--- src/rtl/fwd_bypass_unit_pkg.sv ---
// Shared definitions for the operand-forwarding unit.
//
// Contents:
//   fwd_sel_e      fixed select codes for the live pipeline producers
//   SEL_HIST_BASE  history entry k (1 = youngest) reports SEL_HIST_BASE + k
//   REG_ZERO       architectural zero register, never forwarded
//   hist_entry_t   one retired-writeback record at the default widths
//                  (the top keeps the same fields in flat vectors so that
//                  DATA_W / REG_AW stay overridable)
package fwd_bypass_unit_pkg;

    typedef enum logic [1:0] {
        SEL_RF  = 2'd0,
        SEL_EX  = 2'd1,
        SEL_MEM = 2'd2,
        SEL_WB  = 2'd3
    } fwd_sel_e;

    localparam int SEL_HIST_BASE = 3;
    localparam int REG_ZERO      = 0;

    typedef struct packed {
        logic        valid;
        logic [4:0]  rd;
        logic [31:0] data;
    } hist_entry_t;

endpackage

--- src/rtl/fwd_lookup.sv ---
// Priority match for a single source operand.
//
// Ports:
//   rs / rf_data                 operand register address and RF read data
//   ex_* / mem_* / wb_*          live producers (EX youngest)
//   hist_valid/hist_rd/hist_data retired writebacks, entry index 0 = youngest
//   data / sel                   winning value and its source code
//   load_use                     winner is EX but its result is not ready yet
module fwd_lookup
    import fwd_bypass_unit_pkg::*;
#(
    parameter int DATA_W = 32,
    parameter int REG_AW = 5,
    parameter int DEPTH  = 2,
    parameter int SEL_W  = 3
) (
    input  logic [REG_AW-1:0]       rs,
    input  logic [DATA_W-1:0]       rf_data,
    input  logic                    ex_we,
    input  logic [REG_AW-1:0]       ex_rd,
    input  logic [DATA_W-1:0]       ex_data,
    input  logic                    ex_ready,
    input  logic                    mem_we,
    input  logic [REG_AW-1:0]       mem_rd,
    input  logic [DATA_W-1:0]       mem_data,
    input  logic                    wb_we,
    input  logic [REG_AW-1:0]       wb_rd,
    input  logic [DATA_W-1:0]       wb_data,
    input  logic [DEPTH-1:0]        hist_valid,
    input  logic [DEPTH*REG_AW-1:0] hist_rd,
    input  logic [DEPTH*DATA_W-1:0] hist_data,
    output logic [DATA_W-1:0]       data,
    output logic [SEL_W-1:0]        sel,
    output logic                    load_use
);

    logic rs_live;

    assign rs_live = (rs != REG_AW'(REG_ZERO));

    // Candidates are visited oldest to youngest so that each later match
    // overrides an earlier one; the last assignment standing is the youngest.
    always_comb begin
        data = rf_data;
        sel  = SEL_W'(SEL_RF);
        for (int k = DEPTH - 1; k >= 0; k--) begin
            if (rs_live && hist_valid[k] && (hist_rd[k*REG_AW +: REG_AW] == rs)) begin
                data = hist_data[k*DATA_W +: DATA_W];
                sel  = SEL_W'(SEL_HIST_BASE + k + 1);
            end
        end
        if (rs_live && wb_we && (wb_rd == rs)) begin
            data = wb_data;
            sel  = SEL_W'(SEL_WB);
        end
        if (rs_live && mem_we && (mem_rd == rs)) begin
            data = mem_data;
            sel  = SEL_W'(SEL_MEM);
        end
        if (rs_live && ex_we && (ex_rd == rs)) begin
            data = ex_data;
            sel  = SEL_W'(SEL_EX);
        end
    end

    // A not-ready EX result only matters when EX actually wins.
    assign load_use = (sel == SEL_W'(SEL_EX)) && !ex_ready;

endmodule

--- src/rtl/fwd_bypass_unit.sv ---
// Parametrised operand-forwarding unit.
//
// Picks, for each of NUM_SRC operands, the youngest matching value from EX,
// MEM, WB or a DEPTH-entry history of retired writebacks, else RF data.
//
// Ports:
//   clk_i, rst_i (async, active low), stall_i, cnt_clr_i
//   src_rs_i / src_rf_data_i     packed per operand, operand 0 in the LSBs
//   ex_*, mem_*, wb_*            producer write information
//   src_data_o / src_sel_o       forwarded data and source code per operand
//   hazard_o                     load-use stall request
//   fwd_cnt_o                    saturating count of forwarded operands
module fwd_bypass_unit
    import fwd_bypass_unit_pkg::*;
#(
    parameter int DATA_W  = 32,
    parameter int REG_AW  = 5,
    parameter int NUM_SRC = 2,
    parameter int DEPTH   = 2,
    parameter int CNT_W   = 16
) (
    input  logic                        clk_i,
    input  logic                        rst_i,
    input  logic                        stall_i,
    input  logic                        cnt_clr_i,
    input  logic [NUM_SRC*REG_AW-1:0]   src_rs_i,
    input  logic [NUM_SRC*DATA_W-1:0]   src_rf_data_i,
    input  logic                        ex_we_i,
    input  logic [REG_AW-1:0]           ex_rd_i,
    input  logic [DATA_W-1:0]           ex_data_i,
    input  logic                        ex_ready_i,
    input  logic                        mem_we_i,
    input  logic [REG_AW-1:0]           mem_rd_i,
    input  logic [DATA_W-1:0]           mem_data_i,
    input  logic                        wb_we_i,
    input  logic [REG_AW-1:0]           wb_rd_i,
    input  logic [DATA_W-1:0]           wb_data_i,
    output logic [NUM_SRC*DATA_W-1:0]   src_data_o,
    output logic [NUM_SRC*($clog2(DEPTH+4))-1:0] src_sel_o,
    output logic                        hazard_o,
    output logic [CNT_W-1:0]            fwd_cnt_o
);

    localparam int SEL_W = $clog2(DEPTH + 4);
    localparam int NUM_W = $clog2(NUM_SRC + 1);

    logic [DEPTH-1:0]        hist_valid;
    logic [DEPTH*REG_AW-1:0] hist_rd;
    logic [DEPTH*DATA_W-1:0] hist_data;
    logic [NUM_SRC-1:0]      load_use;
    logic [NUM_W-1:0]        fwd_num;
    logic [CNT_W:0]          cnt_sum;
    logic [CNT_W-1:0]        cnt_next;

    // Retired-writeback history: index 0 is the youngest entry. Writes to
    // the zero register are recorded as invalid so they can never match.
    always_ff @(posedge clk_i or negedge rst_i) begin
        if (!rst_i) begin
            hist_valid <= '0;
            hist_rd    <= '0;
            hist_data  <= '0;
        end else if (!stall_i) begin
            for (int k = DEPTH - 1; k >= 1; k--) begin
                hist_valid[k]                <= hist_valid[k-1];
                hist_rd[k*REG_AW +: REG_AW]  <= hist_rd[(k-1)*REG_AW +: REG_AW];
                hist_data[k*DATA_W +: DATA_W] <= hist_data[(k-1)*DATA_W +: DATA_W];
            end
            hist_valid[0]         <= wb_we_i && (wb_rd_i != REG_AW'(REG_ZERO));
            hist_rd[0 +: REG_AW]  <= wb_rd_i;
            hist_data[0 +: DATA_W] <= wb_data_i;
        end
    end

    // One independent lookup per operand.
    for (genvar i = 0; i < NUM_SRC; i++) begin : g_lookup
        fwd_lookup #(
            .DATA_W (DATA_W),
            .REG_AW (REG_AW),
            .DEPTH  (DEPTH),
            .SEL_W  (SEL_W)
        ) u_lookup (
            .rs         (src_rs_i[i*REG_AW +: REG_AW]),
            .rf_data    (src_rf_data_i[i*DATA_W +: DATA_W]),
            .ex_we      (ex_we_i),
            .ex_rd      (ex_rd_i),
            .ex_data    (ex_data_i),
            .ex_ready   (ex_ready_i),
            .mem_we     (mem_we_i),
            .mem_rd     (mem_rd_i),
            .mem_data   (mem_data_i),
            .wb_we      (wb_we_i),
            .wb_rd      (wb_rd_i),
            .wb_data    (wb_data_i),
            .hist_valid (hist_valid),
            .hist_rd    (hist_rd),
            .hist_data  (hist_data),
            .data       (src_data_o[i*DATA_W +: DATA_W]),
            .sel        (src_sel_o[i*SEL_W +: SEL_W]),
            .load_use   (load_use[i])
        );
    end

    assign hazard_o = |load_use;

    // Number of operands served by anything other than the register file,
    // and the saturating sum. The extra sum bit flags overflow because at
    // most NUM_SRC is added per cycle.
    always_comb begin
        fwd_num = '0;
        for (int i = 0; i < NUM_SRC; i++) begin
            if (src_sel_o[i*SEL_W +: SEL_W] != SEL_W'(SEL_RF)) begin
                fwd_num = fwd_num + NUM_W'(1);
            end
        end
        cnt_sum  = {1'b0, fwd_cnt_o} + (CNT_W+1)'(fwd_num);
        cnt_next = cnt_sum[CNT_W] ? {CNT_W{1'b1}} : cnt_sum[CNT_W-1:0];
    end

    // Clear beats everything; a stalled or hazarded cycle does not count.
    always_ff @(posedge clk_i or negedge rst_i) begin
        if (!rst_i) begin
            fwd_cnt_o <= '0;
        end else if (cnt_clr_i) begin
            fwd_cnt_o <= '0;
        end else if (!stall_i && !hazard_o) begin
            fwd_cnt_o <= cnt_next;
        end
    end

endmodule

--- config.mk ---
export PLATFORM = sky130hd
export DESIGN_NAME = fwd_bypass_unit
export DESIGN_NICKNAME = d
export VERILOG_FILES = /design/src/rtl/fwd_bypass_unit_pkg.sv /design/src/rtl/fwd_lookup.sv /design/src/rtl/fwd_bypass_unit.sv
export SDC_FILE = /design/constraint.sdc
export NUM_CORES = 1
export LEC_CHECK = 0
export CAP_MARGIN = 5
export CORE_MARGIN = 4
export CORE_UTILIZATION = 41
export DETAILED_ROUTE_END_ITERATION = 16
export GPL_ROUTABILITY_DRIVEN = 1
export PLACE_DENSITY_LB_ADDON = 0.25
export SYNTH_ARGS = -nofsm -noshare
export SYNTH_HDL_FRONTEND = slang
export SYNTH_SLANG_ARGS = --single-unit
export TNS_END_PERCENT = 50
--- constraint.sdc ---
create_clock -name clk_i -period 3.53 [get_ports clk_i]
set_input_delay 0.8825 -clock clk_i [delete_from_list [all_inputs] [get_ports clk_i]]
set_output_delay 0.8825 -clock clk_i [all_outputs]
set_load 0.01 [all_outputs]
==> key figures <==
Status
  • Outcome: finished, violations left
  • Failing checks: negative setup slack

Yosys
  • Top cell type by total area after synthesis: dfrtp_1
  • Asr flop ratio synth: 100%
  • Syn Area/Cell: ~8.7 µm²
  • Post-synthesis cell type count: 63
  • Top cell type's share of synthesized area: 30.8%
  • Post-Syn Area: 0.00746 mm²
  • Syn Nets: about 1100
  • Top FF cell, synth: dfrtp_1
  • Most frequent cells after synthesis: nand2_1, dfrtp_1, mux2_2
  • Post-synth EDFFs: 0
  • Seq/Total Area, Yosys: 30.8%
  • Number of synthesized register bits: roughly 90
  • YS warnings: 0
  • Synth top area cells: dfrtp_1, mux2_2, nand2_1
  • Gate count of the mapped netlist: 854
  • Count leader, synth: nand2_1

STA
  • RSZ-0062 raised after global routing: true
  • Clock skew: 0.00691 ns
  • Fmax achieved: 236 MHz
  • Final period utilization: 120%
  • Final Hold Fails: 0
  • Post-layout min period: 4.25 ns
  • Final WS setup: -0.716 ns
  • Worst-margin pin slew: 0.704 ns
  • Max Slew Vio Count: 0
  • Final setup viols: 85
  • Slew headroom: approximately 53%

Clock tree
  • Htree depth: 3
  • CTS tree: built
  • Clk pin slew, worst setup/hold paths: roughly 0.08 ns
  • Clock buffer depth: 2
  • Worst skew pair latency: 0.37 ns
  • CTS Sinks: 92
  • TritonCTS Buffers: 9
  • Clock root buffer master: clkbuf_16
  • Cts hold-fix bufs: 0

Route
  • Initial DRT Pass Iterations: 8
  • Post-route ant nets: 0
  • Final WL: between 40000 and 50000 µm
  • Post-route DRC violation count: 0
  • Starting DRT DRC Count: 1128
  • Post-DR wirelength/cell: approximately 30 µm
  • Vias: ~11000
  • Number of vias per cell: 7.00

Cells and area
  • Area grow syn2layout: 99.1%
  • Final core utilization: around 83%
  • Layout cells sized above 1: 48.2%
  • Final nets: 1519
  • Filler cell count: roughly 910

GRT
  • Vias in the first global route: 9870
  • Antenna violations before repair: 2
  • Largest net degree at the start of global routing: 57
  • Global Route Usage Sum: 35.6%
  • First-pass GRT wire length: around 57000 µm
  • Grt total ovfl: 0

Min path
  • Hold Path Class: primary input to async pin

Setup path
  • CP Data Arrival Time: 3.36 ns
  • FF-to-FF Start: hist_rd[4]
  • Worst-path fanout max: 8
  • CP Class: primary input to output pin
  • Setup crit start kind: primary input
  • Register-to-Register Path Depth: 15
  • CP required: about 2.7 ns
  • Nature of the critical path endpoint: output pin
  • Reg2reg end: fwd_cnt_o[12]
  • Flop2flop setup slack: -0.31 ns

Floorplan
  • Die span in y: between 100 and 150 µm
  • Core area: 0.0180 mm²
  • Io pins: 280
  • Die width: 143 µm
  • Initial Util: slightly above 40%
  • Die area: ~0.02 mm²
  • # rows: 49

Place
  • Placer Congestion: 0.998
  • Dpl ws: -1.53 ns
  • DPL Wire Length: ~23000 µm
  • IO buf count: 279

Power and ir drop
  • Lkg Pwr: 6.29 nW
  • Cell Pwr Density: 264 mW/mm²
  • Peak VDD IR: approximately 0.00028 V

Run
  • Number of max-cap violations: 0
==> per-layer routing <==
| metal | vias to the layer above | routed length [µm] | global-route usage (%) |
|---|---|---|---|
| li1 | 4229 | - | - |
| met4 | 0 | 4880 | 18.9 |
| met2 | 1167 | 20700 | 59.5 |
| met1 | 5086 | 15600 | 42.4 |
| met3 | 432 | 6200 | 8.44 |
| met5 | - | 0 | 0 |
==> through the flow <==
stage / hold slack [ns] / setup TNS (ns) / instances / area [µm²] / total power [mW]
after global routing: 0.530 / -40.60 / 1557 / 14900 / 4.02
after CTS: 0.512 / -24.65 / 1485 / 13500 / 3.63
final: 0.497 / -37.77 / 1559 / 14900 / 3.92
after floorplan: 0.484 / -8.71 / 854 / 7650 / 1.77
after detailed placement: 0.519 / -100.38 / 1396 / 11400 / 2.43
after global placement: 0.512 / -97.94 / 1396 / 11400 / 2.41
==> placed cells by master, fill, tap and decap left out, types with 8 or more instances in the layout <==
master / count
a221oi_1: 13
a221oi_2: 26
and3_1: 11
buf_12: 45
buf_16: 8
buf_2: 61
buf_4: 130
buf_6: 83
buf_8: 17
clkbuf_16: 13
clkdlybuf4s50_1: 179
dfrtp_1: 92
inv_1: 55
mux2_2: 72
nand2_1: 102
nand4_1: 11
nor2_1: 9
o21ai_0: 18
o21ai_1: 28
o221ai_1: 9
o221ai_2: 15
o22ai_1: 14
o22ai_2: 10
o311ai_1: 13
o311ai_4: 22
o31ai_1: 14
o31ai_2: 13
xnor2_1: 25
xnor2_2: 16
xor2_1: 8
==> registers in the layout, indices dropped and copies added (netlist names) <==
| register | flops |
|---|---|
| hist_valid | 2 |
| hist_data | 64 |
| fwd_cnt_o | 16 |
| hist_rd | 10 |
==> logic make-up after synthesis <==
family / Yosys count / synth area share, %
multiplexers: 75 / 11.3
AND/OR/NAND/NOR: 210 / 14.3
adder cells (fa/ha/maj): 4 / 0.771
AO/OA/AOI/OAI: 278 / 28.2
XOR/XNOR: 50 / 5.87
buffers and inverters: 145 / 8.80
flip-flops: 92 / 30.8
==> cell type report <==
cell class                 count  area, µm²  share of cell area [%]
clock inverter                 7       97.6                   0.657
sequential                    92       2300                    15.5
antenna                        3       7.51                  0.0505
multi-input combinational    617       6050                    40.7
inverter                      57        214                    1.44
clock buffer                   9        225                    1.52
timing repair buffer         545       5680                    38.2
tap                          229        287                    1.93
==> how the worst max path moves through the flow <==
| stage | startpoint | cells past startpoint | end |
|---|---|---|---|
| final | src_rs_i[3] | 13 | src_data_o[3] |
| after global routing | src_rs_i[6] | 16 | fwd_cnt_o[12] |
| after floorplan | src_rs_i[6] | 18 | fwd_cnt_o[7] |
| after detailed placement | src_rs_i[3] | 8 | src_data_o[6] |
| after CTS | src_rs_i[8] | 13 | src_data_o[39] |
| after global placement | src_rs_i[3] | 8 | src_data_o[6] |
==> worst max-delay path, cell delays in order <==
cell and delay (ns):
buf_8 0.10, buf_6 0.10, buf_6 0.12, xnor2_2 0.11
nand4_1 0.13, or4_4 0.49, buf_12 0.16, buf_12 0.14
nand2b_4 0.12, buf_12 0.16, o22ai_2 0.13, o31ai_1 0.44
buf_2 0.24
==> power by group <==
part	total (mW)	leakage, nW	internal (mW)	switching, mW
Combinational	1.47	5.02	0.786	0.686
Sequential	1.32	1.12	1.16	0.154
Clock	1.13	0.158	0.628	0.501
Total	3.92	6.29	2.58	1.34
==> what timing repair did <==
| item | CTS | global route |
|---|---|---|
| gates resized for setup | 606 | 203 |
| setup endpoints to repair | 87 | 87 |
| pin swaps | 84 | 103 |
| setup buffers | 64 | 82 |
| gates cloned | 12 | 4 |
Note: power is estimated with default switching activity, not from simulation.
